**config.mk**
```make
export PLATFORM = sky130hd
export DESIGN_NAME = sprite_dispatch_sched
export DESIGN_NICKNAME = d
export VERILOG_FILES = /design/src/rtl/sprite_dispatch_sched.sv
export SDC_FILE = /design/constraint.sdc
export NUM_CORES = 1
export LEC_CHECK = 0
export BUFFER_PORTS_ARGS = -buffer_cell sky130_fd_sc_hd__buf_2
export CORE_MARGIN = 2
export CORE_UTILIZATION = 40
export CTS_CLUSTER_DIAMETER = 200
export DETAILED_ROUTE_END_ITERATION = 7
export PLACE_DENSITY = 0.8
export SETUP_SLACK_MARGIN = 0.4
export SLEW_MARGIN = 10
export SYNTH_ARGS = -nofsm -noshare
export SYNTH_HDL_FRONTEND = slang
export SYNTH_SLANG_ARGS = --single-unit
export TNS_END_PERCENT = 1
```
**constraint.sdc**
```tcl
create_clock -name clock -period 1.36 [get_ports clock]
set_input_delay 0.272 -clock clock [delete_from_list [all_inputs] [get_ports clock]]
set_output_delay 0.272 -clock clock [all_outputs]
set_load 0.02 [all_outputs]
```
**src/rtl/sprite_dispatch_sched.sv**
```systemverilog
// Pops sprite draw-queue entries onto two renderers and arbitrates their shared sprite-memory read port.
// Optional statistics outputs are enabled by defining SPRITE_DISPATCH_STATS_EN.
module sprite_dispatch_sched #(
    parameter int ADDR_W = 17,
    parameter int N_REND = 2
) (
    input  logic              clock,
    input  logic              reset,
    input  logic              fb_resetting,
    input  logic              q_is_empty,
    input  logic [7:0]        q_id,
    input  logic [15:0]       q_x,
    input  logic [15:0]       q_y,
    input  logic [7:0]        q_scale,
    output logic              q_dequeue,
    output logic [1:0]        r_start,
    output logic [7:0]        r_id,
    output logic [15:0]       r_x,
    output logic [15:0]       r_y,
    output logic [7:0]        r_scale,
    input  logic [1:0]        r_done,
    input  logic [1:0]        m_req,
    input  logic [ADDR_W-1:0] m_addr0,
    input  logic [ADDR_W-1:0] m_addr1,
    output logic [1:0]        m_gnt,
    output logic [1:0]        m_rvalid,
    output logic [ADDR_W-1:0] sprite_r_addr,
    output logic              sprite_r_en,
    output logic              frame_idle
`ifdef SPRITE_DISPATCH_STATS_EN
    ,
    output logic [15:0]       stat_dispatched,
    output logic [15:0]       stat_conflicts
`endif
);

    typedef enum logic {ST_IDLE, ST_GAP} state_t;

    state_t            state_reg, state_next;
    logic [1:0]        busy_reg, busy_next;
    logic [1:0]        start_reg, start_next;
    logic [1:0]        start_live;
    logic [1:0]        dispatch_sel;
    logic              dispatch;
    logic [7:0]        id_reg, scale_reg;
    logic [15:0]       x_reg, y_reg;
    logic              rr_reg;
    logic [1:0]        gnt;
    logic [1:0]        rvalid_reg;
    logic [ADDR_W-1:0] addr_reg, addr_sel;
    logic              frame_idle_reg;

    // Dispatch FSM: one pop in IDLE, then a GAP cycle so the queue head can advance.
    always_comb begin
        state_next   = state_reg;
        start_next   = 2'b00;
        dispatch_sel = busy_reg[0] ? 2'b10 : 2'b01;
        dispatch     = (state_reg == ST_IDLE) && !reset && !fb_resetting
                       && !q_is_empty && (busy_reg != 2'b11);
        case (state_reg)
            ST_IDLE: begin
                if (dispatch) begin
                    state_next = ST_GAP;
                    start_next = dispatch_sel;
                end
            end
            ST_GAP:  state_next = ST_IDLE;
            default: state_next = ST_IDLE;
        endcase
        if (fb_resetting) begin
            state_next = ST_IDLE;
            start_next = 2'b00;
        end
    end

    // A scheduled start is dropped if reset or a framebuffer clear arrives first.
    assign start_live = start_reg & {2{~(reset | fb_resetting)}};
    assign q_dequeue  = dispatch;
    assign r_start    = start_live;
    assign r_id       = id_reg;
    assign r_x        = x_reg;
    assign r_y        = y_reg;
    assign r_scale    = scale_reg;

    generate
        for (genvar gi = 0; gi < N_REND; gi++) begin : g_busy
            assign busy_next[gi] = fb_resetting   ? 1'b0 :
                                   start_live[gi] ? 1'b1 :
                                   r_done[gi]     ? 1'b0 : busy_reg[gi];
        end
    endgenerate

    always_ff @(posedge clock) begin
        if (reset) begin
            state_reg <= ST_IDLE;
            busy_reg  <= 2'b00;
            start_reg <= 2'b00;
            id_reg    <= '0;
            x_reg     <= '0;
            y_reg     <= '0;
            scale_reg <= '0;
        end else begin
            state_reg <= state_next;
            busy_reg  <= busy_next;
            start_reg <= start_next;
            if (dispatch) begin
                id_reg    <= q_id;
                x_reg     <= q_x;
                y_reg     <= q_y;
                scale_reg <= q_scale;
            end
        end
    end

    // Round-robin pointer only matters, and only moves, when both renderers ask.
    always_comb begin
        gnt = 2'b00;
        case (m_req)
            2'b01:   gnt = 2'b01;
            2'b10:   gnt = 2'b10;
            2'b11:   gnt = rr_reg ? 2'b10 : 2'b01;
            default: gnt = 2'b00;
        endcase
        if (reset) gnt = 2'b00;
        addr_sel = gnt[1] ? m_addr1 : (gnt[0] ? m_addr0 : addr_reg);
        if (reset) addr_sel = '0;
    end

    assign m_gnt         = gnt;
    assign sprite_r_addr = addr_sel;
    assign sprite_r_en   = (|m_req) && !reset;
    assign m_rvalid      = rvalid_reg & {2{~(reset | fb_resetting)}};
    assign frame_idle    = reset | frame_idle_reg;

    always_ff @(posedge clock) begin
        if (reset) begin
            rr_reg         <= 1'b0;
            addr_reg       <= '0;
            rvalid_reg     <= 2'b00;
            frame_idle_reg <= 1'b1;
        end else begin
            if (m_req == 2'b11) rr_reg <= ~rr_reg;
            if (|gnt) addr_reg <= addr_sel;
            rvalid_reg     <= fb_resetting ? 2'b00 : gnt;
            frame_idle_reg <= q_is_empty && (busy_reg == 2'b00)
                              && (state_reg == ST_IDLE) && (start_reg == 2'b00);
        end
    end

`ifdef SPRITE_DISPATCH_STATS_EN
    logic        fb_prev_reg;
    logic [15:0] disp_cnt_reg, conf_cnt_reg;

    always_ff @(posedge clock) begin
        if (reset || (fb_resetting && !fb_prev_reg)) begin
            disp_cnt_reg <= '0;
            conf_cnt_reg <= '0;
        end else begin
            if ((|start_live) && (disp_cnt_reg != 16'hFFFF)) disp_cnt_reg <= disp_cnt_reg + 16'd1;
            if ((m_req == 2'b11) && (conf_cnt_reg != 16'hFFFF)) conf_cnt_reg <= conf_cnt_reg + 16'd1;
        end
        fb_prev_reg <= reset ? 1'b0 : fb_resetting;
    end

    assign stat_dispatched = disp_cnt_reg;
    assign stat_conflicts  = conf_cnt_reg;
`endif

endmodule

```
==> qor.txt, run 1 <==
Run status -> finished, violations left
Violated checks -> negative setup slack
Clock power frac -> 34.4%
# port buffers -> 163
Per-cell via count in the routed design -> 5.49
Number of nets with antenna violations after routing -> 0
# rows -> 32
Global-route usage over all layers -> 22.0%
Worst Hold Slack -> 0.176 ns
Largest net degree at the start of global routing -> 51
Maximum Capacitance Violations -> 0
Seq pwr share -> 46.3%
Share of layout cells above drive strength 1 -> 56.6%
Biggest area contributors in the synthesized netlist -> sky130_fd_sc_hd__dfxtp_1 48%, sky130_fd_sc_hd__a221o_1 9.7%, sky130_fd_sc_hd__a21oi_1 8.3%
Inserted Clock Buffers -> 9
Arrival time of the worst setup path -> 1.63 ns
NumNets Final -> 600
Synth Area per Inst -> 8.95 µm²
Antenna violations before repair -> 1
Top post-synthesis cells by count -> 74 x sky130_fd_sc_hd__dfxtp_1, 51 x sky130_fd_sc_hd__a21oi_1, 48 x sky130_fd_sc_hd__nand3_1
Effective utilization at floorplan -> 40.6%
Achievable frequency -> 525 MHz
Net Count, Synth -> 435
Crit end category -> output port
Max reg flops -> 17
Syn-to-layout area delta -> 62.1%
Time the worst path needs with I/O delays and setup -> 1.91 ns
Global route total overflow -> 0
Via count -> 3386
Highest routed metal layer -> met4
Routed met1 length -> 3690 µm
CTS HTree Levels -> 3
Category of the critical setup timing path -> reg2out
Utilization after layout -> 65.8%
Skew final -> 0.00741 ns
Number of warnings printed during yosys synthesis -> 0
Most frequent cell after synthesis -> sky130_fd_sc_hd__dfxtp_1
Synthesized netlist cell count -> 345
Worst Path Required -> 1.09 ns
Final Cell Area -> 0.00500 mm²
Worst-Margin Slew -> 0.512 ns
Post-route non-filler standard cell count -> 617
Area after detailed placement -> 0.00412 mm²
CP peak stage delay -> 0.34 ns
Post-synthesis cell area -> 0.00309 mm²
Placed cell count -> 601
Number of flops mapped to enable cells by yosys -> 0
Fraction of synthesis flops using an asynchronous set or reset pin -> 0%
Unique cell type count in the Yosys netlist -> 31
Global-route wire length before repair -> 15000 µm
Clock transition time at the flip-flop clock pins of the worst setup and hold paths -> 0.07 ns
Worst path slowest cell -> sky130_fd_sc_hd__dfxtp_2
TritonCTS clock tree -> done
Smallest setup slack after layout -> -0.545 ns
Total power per unit cell area -> 1000 mW/mm²
Kind of start point of the critical path -> flip-flop
Share of Yosys cell area claimed by the top area cell type -> 48.0%
Final setup violation count -> 20
#FFs+latches synth -> 74
Clk Latency, worst-skew pair -> 0.33 ns
Cells along the critical path -> and2b_1 -> nor3b_2 -> buf_12 -> a221o_1 -> buf_6
Count of unresolved DRC violations after routing -> 0
Deepest clock path buffer count -> 2
Routed WL -> 9800 µm
Number of hold violations in the final report -> 0
Slew HR -> 65.8%
WL/cell -> 15.9 µm
Final Cycle Share -> 140%
Chip Height -> 91.8 µm
Number of pins with negative max-slew slack in the final report -> 0
Setup repair after global routing missed its margin -> true
Switching part of the total power -> 25.4%
Switching Power -> 1.27 mW
I/O pins -> 164
Amount of wire on met3 after detailed routing -> 505 µm
Sum of met2 wire segment lengths after detailed routing -> 5250 µm
Final RePlAce weighted congestion -> 0.818
Die Wd -> 91.8 µm
Cell-internal power -> 3.74 mW
Worst-case vdd ir drop -> 669 µV
Sequential cell area fraction in the yosys report -> 48.0%
Half-perimeter wire length after detailed placement -> 6110 µm
Number of global-route vias before repair -> 3231
Maximum fanout encountered on the critical timing path -> 26
Drt pass-1 iters -> 4
CTS root buffer -> sky130_fd_sc_hd__clkbuf_8
Leakage Power -> 2.12 nW
Combinational share of power -> 19.3%
Placeable core region -> 0.00761 mm²
TritonCTS sink count -> 74
Top flip-flop cell by instance count after synthesis -> sky130_fd_sc_hd__dfxtp_1
Worst min-delay path category -> in2reg
DIE AREA -> 0.00844 mm²
Setup slack at placement -> -0.275 ns
Largest area contributor in the synthesized netlist -> sky130_fd_sc_hd__dfxtp_1
Detailed router's first-iteration violation count -> 122
==> critical path: cells and delay by family (launching register included) <==
kind | cells | cell delay, ns
AO/OA/AOI/OAI | 1 | 0.20
buffers and inverters | 2 | 0.33
flip-flops | 1 | 0.34
AND/OR/NAND/NOR | 2 | 0.43
==> cell usage in the layout (no fill, tap or decap), types with 6 or more instances in the layout <==
cell type                   n
sky130_fd_sc_hd__clkbuf_8  12
sky130_fd_sc_hd__a221o_1   30
sky130_fd_sc_hd__nand3_1   48
sky130_fd_sc_hd__buf_6     73
sky130_fd_sc_hd__buf_4     20
sky130_fd_sc_hd__buf_2     88
sky130_fd_sc_hd__dfxtp_2   53
sky130_fd_sc_hd__buf_12     6
sky130_fd_sc_hd__o21ai_1   37
sky130_fd_sc_hd__a21oi_1   50
sky130_fd_sc_hd__dfxtp_1   21
sky130_fd_sc_hd__o21ai_2   11
sky130_fd_sc_hd__and2_1    15
sky130_fd_sc_hd__nor3_1     6
==> path summary, 6_finish.rpt <==
check        startpoint                 to  slack [ns]  depth (start not counted)
min reg2reg  r_scale[2]         r_scale[2]        0.46                          2
max              rr_reg  sprite_r_addr[12]       -0.55                          5
min              q_x[9]             r_x[9]        0.18                          3
max reg2reg      rr_reg       addr_reg[10]        0.01                          5
==> cell type report <==
cell class	instances	area, µm²
Antenna cell	1	2.50
Clock buffer	13	169
Clock inverter	2	35.0
Fill cell	597	2600
Inverter	2	7.51
Multi-Input combinational cell	233	1540
Sequential cell	74	1550
Tap cell	102	128
Timing Repair Buffer	190	1580
==> repair_timing <==
| action | in CTS | in global routing |
|---|---|---|
| hold buffers | 0 | 0 |
| setup buffers | 0 | 0 |
| endpoints found under the setup margin | 142 | 143 |
| cloned | 0 | 0 |
| pin swaps | 21 | 14 |
| gates resized for setup | 214 | 24 |
==> metrics by stage <==
step | TNS (ns) | power, mW
after floorplan | -2.39 | 2.79
after global placement | -13.07 | 3.12
after detailed placement | -14.74 | 3.14
after CTS | -9.43 | 5.02
after global routing | -10.92 | 5.22
final | -9.04 | 5.01
==> logic make-up after synthesis <==
family	Yosys count	synth area share, %
AOI/OAI and AO/OA	136	27.5
xor gates and xnor gates	1	0.284
buffers and inverters	38	6.93
DFF	74	48.0
and+or+nand+nor	96	17.3
==> power by group through the flow <==
stage	Clock (mW)	Combinational (mW)	Sequential, mW
2_1_floorplan	0	0.387	2.40
3_3_place_gp	0	0.771	2.35
3_5_place_dp	0	0.789	2.35
4_1_cts	1.78	0.921	2.32
5_1_grt	1.86	1.03	2.33
6_report	1.72	0.967	2.32
==> per-layer routing <==
layer,vias to the layer above,track usage (%)
li1,1614,-
met1,1615,24.9
met2,129,39.2
met3,28,4.52
met4,0,11.2
met5,-,0
Note: power is estimated with default switching activity, not from simulation.
==> run 2: changes to the inputs <==
--- a/config.mk
+++ b/config.mk
@@ -6,12 +6,12 @@
 export NUM_CORES = 1
 export LEC_CHECK = 0
 export BUFFER_PORTS_ARGS = -buffer_cell sky130_fd_sc_hd__buf_2
+export CORE_ASPECT_RATIO = 0.6
 export CORE_MARGIN = 2
 export CORE_UTILIZATION = 40
 export CTS_CLUSTER_DIAMETER = 200
 export DETAILED_ROUTE_END_ITERATION = 7
 export PLACE_DENSITY = 0.8
-export SETUP_SLACK_MARGIN = 0.4
 export SLEW_MARGIN = 10
 export SYNTH_ARGS = -nofsm -noshare
 export SYNTH_HDL_FRONTEND = slang
==> run 2 against run 1 <==
  * The run still ends with negative setup slack left
  * Critical path depth unchanged
  * Non-clock buffer count rose by 12
  * Via count shrank 1.7%
  * Utilization is 2.5 points lower
  * First-iteration DRC count rose by 48%
  * Routed wire length down 9.1%
  * Clock power grew 32%
  * Design area shrank 7.0%
  * Global-route usage fell by 1.4 points
  * Cell count grew 2.1%
  * Fmax is 0.89% higher
==> qor.txt, run 2 (same netlist as run 1, synthesis figures left out) <==
Run status -> finished, violations left
Violated checks -> negative setup slack
Number of global-route vias before repair -> 3067
Startpoint of the tightest hold check path -> m_addr1[7]
Start of the worst register-to-register path -> rr_reg
Number of cells on the critical path -> 5
Total power per unit cell area -> 1170 mW/mm²
Filler cells -> 610
Skew final -> 0.00421 ns
Worst-case vdd ir drop -> 728 µV
Antenna violations before repair -> 0
Arrival time of the worst setup path -> 1.62 ns
Final Cycle Share -> 139%
TritonCTS sink count -> 74
Detailed router's first-iteration violation count -> 180
Routed WL -> 8900 µm
Post-CTS Hold Buffers -> 0
WL/cell -> 14.1 µm
Final RePlAce weighted congestion -> 0.832
Count of cells along the worst register-to-register path -> 5
Utilization after layout -> 63.3%
Worst-Margin Slew -> 0.504 ns
Smallest setup slack after layout -> -0.528 ns
Final setup violation count -> 21
Antenna diode count -> 0
Syn-to-layout area delta -> 50.8%
NumNets Final -> 612
Highest-count cells in the layout ignoring fill and taps -> 144 x sky130_fd_sc_hd__buf_2, 73 x sky130_fd_sc_hd__dfxtp_1, 50 x sky130_fd_sc_hd__a21oi_1
I/O pins -> 164
Chip Height -> 72.0 µm
Placeable core region -> 0.00736 mm²
CP peak stage delay -> 0.33 ns
Kind of start point of the critical path -> flip-flop
Maximum fanout encountered on the critical timing path -> 27
TritonCTS clock tree -> done
Multi-input gate area -> 0.00147 mm²
Number of nets with antenna violations after routing -> 0
Number of buffers and inverters on the critical path -> 2
Worst path slowest cell -> sky130_fd_sc_hd__dfxtp_2
Category of cells accounting for the largest share of critical-path delay -> simple AND/OR/NAND/NOR gates
Slew HR -> 66.4%
Worst Path Required -> 1.09 ns
Post-route non-filler standard cell count -> 630
Effective utilization at floorplan -> 42.0%
Count of unresolved DRC violations after routing -> 0
Per-cell via count in the routed design -> 5.28
Worst min-delay path category -> in2reg
Achievable frequency -> 530 MHz
Drt pass-1 iters -> 4
Global-route wire length before repair -> 14200 µm
Number of pins with negative max-slew slack in the final report -> 0
Clock transition time at the flip-flop clock pins of the worst setup and hold paths -> 0.05 ns
Half-perimeter wire length after detailed placement -> 6280 µm
Maximum Capacitance Violations -> 0
Hold Path Stages -> 2
Crit end category -> output port
Inserted Clock Buffers -> 9
# rows -> 24
Setup slack at placement -> -0.254 ns
Placed cell count -> 615
Clk Latency, worst-skew pair -> 0.32 ns
CTS HTree Levels -> 3
CP startpoint -> rr_reg
Share of layout cells above drive strength 1 -> 44.1%
Number of hold violations in the final report -> 0
Global-route usage over all layers -> 20.6%
Global route total overflow -> 0
Max reg flops -> 17
Deepest clock path buffer count -> 2
Largest net degree at the start of global routing -> 50
Cells along the critical path -> and2b_1 -> nor3b_2 -> buf_12 -> a221o_1 -> buf_6
CTS root buffer -> sky130_fd_sc_hd__clkbuf_16
Leakage Power -> 2.12 nW
Via count -> 3327
Area taken by flip-flops and latches -> 0.00148 mm²
# port buffers -> 163
DIE AREA -> 0.00846 mm²
Commonest non-fill, non-tap cell in the layout -> sky130_fd_sc_hd__buf_2
Die Wd -> 117 µm
Category of the critical setup timing path -> reg2out
Setup repair after global routing missed its margin -> true
Time the worst path needs with I/O delays and setup -> 1.89 ns
Count of buffers added by post-CTS timing repair for setup -> 0
run 2: cell count changes in the layout (fill, tap and decap cells not counted), sizes merged:
cell / before / now
clkbuf: 13 / 12
buf: 190 / 202
diode: 1 / 0
clkinv: 1 / 2
run 2: worst register-to-register path, stage by stage (launching register included):
cell	delay (ns)
sky130_fd_sc_hd__dfxtp_2	0.32
sky130_fd_sc_hd__and2b_1	0.21
sky130_fd_sc_hd__nor3b_2	0.06
sky130_fd_sc_hd__buf_12	0.16
sky130_fd_sc_hd__buf_4	0.15
sky130_fd_sc_hd__a221o_1	0.34
run 2: per-layer routing:
layer	up-vias	global-route usage (%)	share of wire (%)
li1	1634	-	-
met1	1546	25.4	44
met2	131	33.1	47
met3	16	8.25	7.7
met4	0	7.76	1.6
met5	-	0	0
run 2: layout make-up:
class / count / area share [%]
repair buffers: 202 / 27.6
clock buffers: 12 / 5.29
flip-flops and latches: 74 / 31.8
well taps: 104 / 2.79
multi-input cells: 233 / 31.5
clock inverters: 3 / 0.860
inverters: 2 / 0.161
run 2: metrics by stage:
stage                     hold WS (ns)  area (µm²)  total power, mW  TNS [ns]
final                            0.190        4660             5.47     -8.78
after global routing             0.179        4660             5.71    -10.30
after CTS                        0.175        4580             5.49     -9.30
after detailed placement         0.469        4210             3.16    -12.63
after global placement           0.459        4210             3.14    -11.17
after floorplan                  0.349        3100             2.79     -2.39
run 2: power by group:
group | switching, mW | internal, mW
clock | 0.822 | 1.45
combinational | 0.467 | 0.421
sequential | 0.0352 | 2.27
run 2: worst paths after layout:
| kind | end | slack, ns |
|---|---|---|
| max | sprite_r_addr[1] | -0.53 |
| min | addr_reg[7] | 0.19 |
| max reg2reg | addr_reg[14] | -0.01 |
| min reg2reg | r_y[15] | 0.48 |
run 2: repair_timing:
action                     CTS  global route
gates resized for setup     27            19
setup endpoints to repair   26            31
pin swaps                    6            17
cloned                       0             0
==> run 3: changes to the inputs <==
--- a/config.mk
+++ b/config.mk
@@ -11,7 +11,7 @@
 export CORE_UTILIZATION = 40
 export CTS_CLUSTER_DIAMETER = 200
 export DETAILED_ROUTE_END_ITERATION = 7
-export PLACE_DENSITY = 0.8
+export PLACE_DENSITY = 0.77
 export SLEW_MARGIN = 10
 export SYNTH_ARGS = -nofsm -noshare
 export SYNTH_HDL_FRONTEND = slang
==> constraint.sdc (replaced) <==
create_clock -name clock -period 2.2 [get_ports clock]
set_input_delay 0.44 -clock clock [delete_from_list [all_inputs] [get_ports clock]]
set_output_delay 0.44 -clock clock [all_outputs]
set_load 0.02 [all_outputs]
==> run 3 against run 2 <==
  * The flow now finishes without violations
  * Setup slack improved by 0.60 ns
  * Register-to-register slack improved by 0.71 ns
  * Critical endpoint is now sprite_r_addr[2]
  * Sequential power fell by 38%
==> qor.txt, run 3 (same netlist as run 1, synthesis figures left out) <==
Count of unresolved DRC violations after routing -> 0
Worst Path Required -> 1.76 ns
Category of the critical setup timing path -> reg2out
Max reg flops -> 17
Setup repair after global routing missed its margin -> false
Number of hold violations in the final report -> 0
Kind of start point of the critical path -> flip-flop
Multi-input gate area -> 0.00142 mm²
Global route total overflow -> 0
Half-perimeter wire length after detailed placement -> 6090 µm
Setup slack at placement -> 0.0269 ns
CP peak stage delay -> 0.35 ns
Deepest clock path buffer count -> 2
WL/cell -> 14.4 µm
Clk Latency, worst-skew pair -> 0.32 ns
Chip Height -> 72.0 µm
Inserted Clock Buffers -> 9
NumNets Final -> 585
Utilization after layout -> 58.4%
TritonCTS clock tree -> done
Slew HR -> 60.1%
Area taken by flip-flops and latches -> 0.00148 mm²
# rows -> 24
Post-CTS Hold Buffers -> 0
Per-cell via count in the routed design -> 5.33
Share of layout cells above drive strength 1 -> 39.3%
TritonCTS sink count -> 74
Effective utilization at floorplan -> 42.0%
Arrival time of the worst setup path -> 1.69 ns
Final Cycle Share -> 96.6%
Time the worst path needs with I/O delays and setup -> 2.13 ns
Aggregate negative setup slack -> 0 ns
Filler cells -> 667
# port buffers -> 163
I/O pins -> 164
Global-route usage over all layers -> 20.1%
Number of global-route vias before repair -> 2959
Largest net degree at the start of global routing -> 51
Worst path slowest cell -> sky130_fd_sc_hd__dfxtp_2
Maximum fanout encountered on the critical timing path -> 16
Number of buffers and inverters on the critical path -> 2
Antenna diode count -> 0
Skew final -> 0.00340 ns
Number of nets with antenna violations after routing -> 0
Highest-count cells in the layout ignoring fill and taps -> 163 x sky130_fd_sc_hd__buf_2, 73 x sky130_fd_sc_hd__dfxtp_1, 50 x sky130_fd_sc_hd__a21oi_1
Total power per unit cell area -> 765 mW/mm²
CTS HTree Levels -> 3
DIE AREA -> 0.00846 mm²
Category of cells accounting for the largest share of critical-path delay -> simple AND/OR/NAND/NOR gates
Placeable core region -> 0.00736 mm²
Cells along the critical path -> and2b_1 -> nor3b_4 -> buf_12 -> a221o_1 -> buf_2
Commonest non-fill, non-tap cell in the layout -> sky130_fd_sc_hd__buf_2
Clock transition time at the flip-flop clock pins of the worst setup and hold paths -> 0.05 ns
Syn-to-layout area delta -> 39.2%
Crit end category -> output port
Antenna violations before repair -> 0
Run status -> complete, no violations
Worst min-delay path category -> in2reg
Drt pass-1 iters -> 4
Detailed router's first-iteration violation count -> 137
Number of pins with negative max-slew slack in the final report -> 0
Worst-Margin Slew -> 0.597 ns
Global-route wire length before repair -> 13800 µm
Achievable frequency -> 470 MHz
Final RePlAce weighted congestion -> 0.784
Maximum Capacitance Violations -> 0
Worst-case vdd ir drop -> 419 µV
Final setup violation count -> 0
Routed WL -> 8660 µm
Smallest setup slack after layout -> 0.0740 ns
Die Wd -> 117 µm
Via count -> 3213
Leakage Power -> 1.95 nW
CTS root buffer -> sky130_fd_sc_hd__clkbuf_16
run 3: worst reg2reg max path, stage by stage, from the launching register on:
cell and delay, ns:
sky130_fd_sc_hd__dfxtp_1 0.38, sky130_fd_sc_hd__a21oi_4 0.54, sky130_fd_sc_hd__buf_12 0.26, sky130_fd_sc_hd__nand3_1 0.12, sky130_fd_sc_hd__a21oi_1 0.14
run 3: layout make-up:
type                    instances  area share [%]
multi-input cells             233            33.0
clock buffers                  13            5.82
clock inverters                 2           0.873
inverters                       2           0.175
well taps                     104            3.03
repair buffers                175            22.6
flip-flops and latches         74            34.5
run 3: metrics by stage:
| step | cell area (µm²) | hold slack [ns] | power (mW) | instances |
|---|---|---|---|---|
| 4_1_cts | 4250 | 0.342 | 3.32 | 601 |
| 2_1_floorplan | 3090 | 0.442 | 1.72 | 345 |
| 3_3_place_gp | 3960 | 0.462 | 1.90 | 586 |
| 6_report | 4300 | 0.361 | 3.29 | 603 |
| 3_5_place_dp | 3960 | 0.466 | 1.91 | 586 |
| 5_1_grt | 4300 | 0.346 | 3.44 | 603 |
run 3: per-layer routing:
layer  vias up  global-route usage [%]  routed length, µm
met1      1506                    24.6               3810
met2       113                    32.3               3960
met5         -                       0                  0
met3        13                    9.36                780
met4         0                    5.89                109
li1       1581                       -                  -
run 3: final timing paths:
| kind | to | slack [ns] | from | cells after the start |
|---|---|---|---|---|
| worst min-delay path | addr_reg[3] | 0.36 | m_addr0[3] | 2 |
| worst min register to register | r_x[7] | 0.47 | r_x[7] | 2 |
| worst max-delay path | sprite_r_addr[2] | 0.07 | rr_reg | 5 |
| worst max register to register | r_y[9] | 0.70 | busy_reg[0] | 4 |
run 3: repair_timing:
item	in CTS	in global routing
hold endpoints to repair	0	0
resized for setup	0	3
setup endpoints to repair	0	15
buffers inserted	0	1
run 3: power breakdown:
group	internal [mW]	total [mW]	switching, mW	leakage (nW)
clock network	0.902	1.40	0.493	0.136
logic	0.199	0.470	0.271	1.21
registers	1.40	1.42	0.0220	0.605
total	2.50	3.29	0.787	1.95
